**src/rtl/mod241_stream_seq.sv**
```systemverilog
`timescale 1ns/1ps
// Streams a wide operand MSB-first and reduces it mod 241 by Horner steps, one chunk per cycle.
// Optional length check against in_last is enabled by defining MOD241_SEQ_LAST_CHECK_EN.
module mod241_stream_seq #(
  parameter int CHUNK_W    = 8,
  parameter int NUM_CHUNKS = 25,
  parameter int CNT_W      = 5
) (
  input  logic               clk,
  input  logic               rst_n,
  input  logic               start,
  output logic               busy,
  input  logic               in_valid,
  output logic               in_ready,
  input  logic [CHUNK_W-1:0] in_data,
  input  logic               in_last,
  output logic               res_valid,
  input  logic               res_ready,
  output logic [7:0]         res,
  output logic               err
);

  localparam logic [1:0] S_IDLE   = 2'd0;
  localparam logic [1:0] S_ACCUM  = 2'd1;
  localparam logic [1:0] S_RESULT = 2'd2;

  logic [1:0]       state;
  logic [7:0]       acc;
  logic [CNT_W-1:0] cnt;
  logic [7:0]       res_r;

  logic        fire;
  logic        last_cnt;
  logic [11:0] t;
  logic [8:0]  u;
  logic [8:0]  v;
  logic [7:0]  acc_next;

  assign in_ready  = (state == S_ACCUM);
  assign res_valid = (state == S_RESULT);
  assign busy      = (state != S_IDLE);
  assign res       = res_r;
  assign fire      = in_valid & in_ready;
  assign last_cnt  = (cnt == CNT_W'(NUM_CHUNKS - 1));

  // 256 == 15 (mod 241), so each fold replaces the high part by 15x its value.
  always_comb begin
    t = ({4'd0, acc} << 4) - {4'd0, acc} + {4'd0, in_data};
    u = {1'b0, t[7:0]} + ({5'd0, t[11:8]} << 4) - {5'd0, t[11:8]};
    v = {1'b0, u[7:0]} + (u[8] ? 9'd15 : 9'd0);
    acc_next = (v >= 9'd241) ? 8'(v - 9'd241) : v[7:0];
  end

  always_ff @(posedge clk or negedge rst_n) begin
    if (!rst_n) begin
      state <= S_IDLE;
      acc   <= 8'd0;
      cnt   <= '0;
      res_r <= 8'd0;
    end else begin
      case (state)
        S_IDLE: begin
          if (start) begin
            acc   <= 8'd0;
            cnt   <= '0;
            state <= S_ACCUM;
          end
        end
        S_ACCUM: begin
          if (fire) begin
            acc <= acc_next;
            cnt <= cnt + CNT_W'(1);
            if (last_cnt) begin
              res_r <= acc_next;
              state <= S_RESULT;
            end
          end
        end
        S_RESULT: begin
          if (res_ready) state <= S_IDLE;
        end
        default: state <= S_IDLE;
      endcase
    end
  end

`ifdef MOD241_SEQ_LAST_CHECK_EN
  logic err_r;

  // Sticky across the operand; the operand length itself is never shortened by in_last.
  always_ff @(posedge clk or negedge rst_n) begin
    if (!rst_n) begin
      err_r <= 1'b0;
    end else if (state == S_IDLE && start) begin
      err_r <= 1'b0;
    end else if (fire && (in_last != last_cnt)) begin
      err_r <= 1'b1;
    end
  end

  assign err = err_r;
`else
  logic unused_last;
  assign unused_last = in_last;
  assign err = 1'b0;
`endif

endmodule

```
**config.mk**
```make
export PLATFORM = sky130hd
export DESIGN_NAME = mod241_stream_seq
export DESIGN_NICKNAME = d
export VERILOG_FILES = /design/src/rtl/mod241_stream_seq.sv
export SDC_FILE = /design/constraint.sdc
export NUM_CORES = 1
export LEC_CHECK = 0
export CORE_MARGIN = 4
export CORE_UTILIZATION = 40
export CTS_BUF_LIST = sky130_fd_sc_hd__clkbuf_8 sky130_fd_sc_hd__clkbuf_16
export DETAILED_ROUTE_END_ITERATION = 16
export GPL_ROUTABILITY_DRIVEN = 1
export HOLD_SLACK_MARGIN = 0.15
export PLACE_DENSITY = 0.7
export SKIP_CTS_REPAIR_TIMING = 1
export SLEW_MARGIN = 25
export SYNTH_ARGS = -nofsm -noshare
export SYNTH_HDL_FRONTEND = slang
export SYNTH_SLANG_ARGS = --single-unit
```
**constraint.sdc**
```tcl
create_clock -name clk -period 17.07 [get_ports clk]
set_input_delay 3.414 -clock clk [delete_from_list [all_inputs] [get_ports clk]]
set_output_delay 3.414 -clock clk [all_outputs]
set_load 0.02 [all_outputs]
```
==> flow_summary_export.csv <==
group,metric,value,unit
sta,finalCriticalPeriod,10.12,ns
logic_synthesis,synth_area_per_cell,8.57,um2
floorplan,io_pins,26,
finish,drive_above_1_share,10.7,%
detailed_routing,drcViolationCount,0,
detailed_routing,ant_nets,0,
floorplan,start_util,41.7,%
logic_synthesis,yosysTopAreaCell,"dfrtp_1",
sta,worstMarginPinSlew,0.719,ns
worst_setup_path,end_kind,"flip-flop",
logic_synthesis,synth_cell_type_count,81,
detailed_routing,dr.pass1.iters,4,
finish,num-fill-cells,729,
sta,fmax,98.8,MHz
run,maxCapViolCount,0,
global_routing,antenna_found_initial,0,
detailed_routing,num_vias,2619,
global_routing,grtUsageTotal,15.4,%
sta,slew_headroom,52.0,%
sta,setup_viol,0,
clock_tree,numCtsBuffers,3,
detailed_routing,vias_per_cell,5.54,
floorplan,num_rows,31,
clock_tree,root_buffer,"clkbuf_8",
worst_setup_path,slowest_stage,"mux4_2",
clock_tree,path_clk_slew,0.08,ns
sta,slew_viol_final,0,
logic_synthesis,synth_flop_cell,"dfrtp_1",
logic_synthesis,synth_nets,412,
clock_tree,insertion_delay,0.27,ns
detailed_routing,wl,6870,um
logic_synthesis,synthTopCellsByArea,"dfrtp_1 19%, ha_1 14%, inv_1 5.4%, fa_1 3.9%, xnor2_1 3.7%",
global_routing,grt.overflow.total,0,
worst_setup_path,critPathArrivalTime,10.27,ns
global_routing,grt_max_degree,24,
sta,finClkSkew,0.00970,ns
clock_tree,cts_tree,"done",
logic_synthesis,synth_edf_count,0,
placement,dpl.hpwl,5660,um
logic_synthesis,synth_commonest_cells,"44 x inv_1, 35 x ha_1, 28 x nor2_1",
floorplan,dieHeight,95.5,um
finish,syn_to_final_growth,10.7,%
finish,num-nets-final,430,
finish,regArea,576,um2
clock_tree,htreeDepth,1,
run_status,outcome,"completed",
worst_setup_path,crit_path_start_kind,"input port",
worst_setup_path,crit_top_cell,"ha_1",
floorplan,core_region_area,7330,um2
clock_tree,cts_sinks,23,
finish,n_antenna_cell,0,
logic_synthesis,async_flop_share,100,%
sta,post-route-period-util,59.3,%
logic_synthesis,ys_warn_count,0,
sta,hold_violations,0,
floorplan,die-area,9110,um2
finish,multi_input_area,2250,um2
clock_tree,cts_buffer_depth,2,
logic_synthesis,synth_top_area_share,18.8,%
floorplan,die_w,95.5,um
placement,place.gp.congestion,0.839,
sta,rsz0062_at_grt,"no",
worst_setup_path,worstSetupPathType,"in2reg",
detailed_routing,wl_per_cell,14.5,um
worst_setup_path,slowest_delay,0.51,ns
finish,fin_util,46.2,%
worst_setup_path,required,17.22,ns
min_path,hold_path_class,"reg2reg",
sta,finalSetupTns,0,ns
logic_synthesis,synth_most_common_cell,"inv_1",
detailed_routing,drtIter0Drc,159,
global_routing,grt_pass1_wl,11500,um
logic_synthesis,ys_ff_latch,23,
logic_synthesis,synthesis.area,3060,um2
worst_setup_path,cp_max_fo,6,
logic_synthesis,netlist_instances,357,
logic_synthesis,seq_area_frac_synth,18.8,%
global_routing,grt_pass1_vias,2527,
placement,io_buffers,23,
[metrics by stage]
stage | worst slack [ns] | hold slack (ns) | instances | instance area (um2)
after floorplan | 7.73 | 0.481 | 357 | 3060
after global placement | 6.83 | 0.470 | 469 | 3340
after detailed placement | 6.69 | 0.472 | 469 | 3340
after CTS | 6.96 | 0.492 | 473 | 3390
after global routing | 6.44 | 0.522 | 473 | 3390
final | 6.95 | 0.485 | 473 | 3390
[critical path: cells and delay by family]
kind,cells,cell delay (ns)
AOI/OAI and AO/OA,14,2.62
xor gates and xnor gates,2,0.31
adders and majority gates,6,1.85
buffers and inverters,2,0.45
muxes,1,0.51
and+or+nand+nor,6,1.11
[cell families (layout without fill, tap and decap cells)]
family	after synthesis	in the layout	synth area share, %
AND/OR/NAND/NOR	118	118	21.3
AO/OA/AOI/OAI	89	89	23.8
buffers and inverters	54	71	7.65
adder cells (fa/ha/maj)	41	41	18.2
XOR/XNOR	25	25	7.65
flip-flops	23	23	18.8
multiplexers	6	6	2.41
other	1	1	0.123
[final timing paths]
check | startpoint | end | slack (ns) | cells after the start
min in group asynchronous | rst_n | state[0] | 3.10 | 1
max | in_data[1] | acc[2] | 6.95 | 31
min | res[3] | res[3] | 0.49 | 2
max in group asynchronous | rst_n | res[3] | 13.62 | 1
max reg2reg | acc[1] | acc[2] | 10.03 | 31
min reg2reg | res[3] | res[3] | 0.49 | 2
[flip-flops by register name (all words and copies together) (netlist names)]
name   count
acc        8
cnt        5
res        8
state      2
[metal layers]
layer	vias up	global-route usage [%]	share of wire, %	wire [um]
met5	-	0	0	0
met1	1259	21.9	49	3370
met3	4	1.50	3.5	239
met2	45	25.8	47	3220
met4	0	2.01	0.70	48
li1	1311	-	-	-
[layout make-up]
type | instances | share of cell area (%)
multi-input combinational | 280 | 66.4
sequential | 23 | 17.0
clock buffer | 3 | 1.22
tap | 99 | 3.66
timing repair buffer | 23 | 6.65
clock inverter | 1 | 0.148
inverter | 44 | 4.88
[cell usage in the layout, fill, tap and decap left out, drive strengths merged, types with 11 or more instances in the layout]
cell type       n
a21oi          11
clkdlybuf4s50  22
dfrtp          23
ha             35
inv            44
nand2          23
nand3          11
nor2           30
o21ai          15
xnor2          15
Power is left out: the tool's default activity adds up to more than one toggle a clock period on the data nets, which glitch-free logic cannot reach.
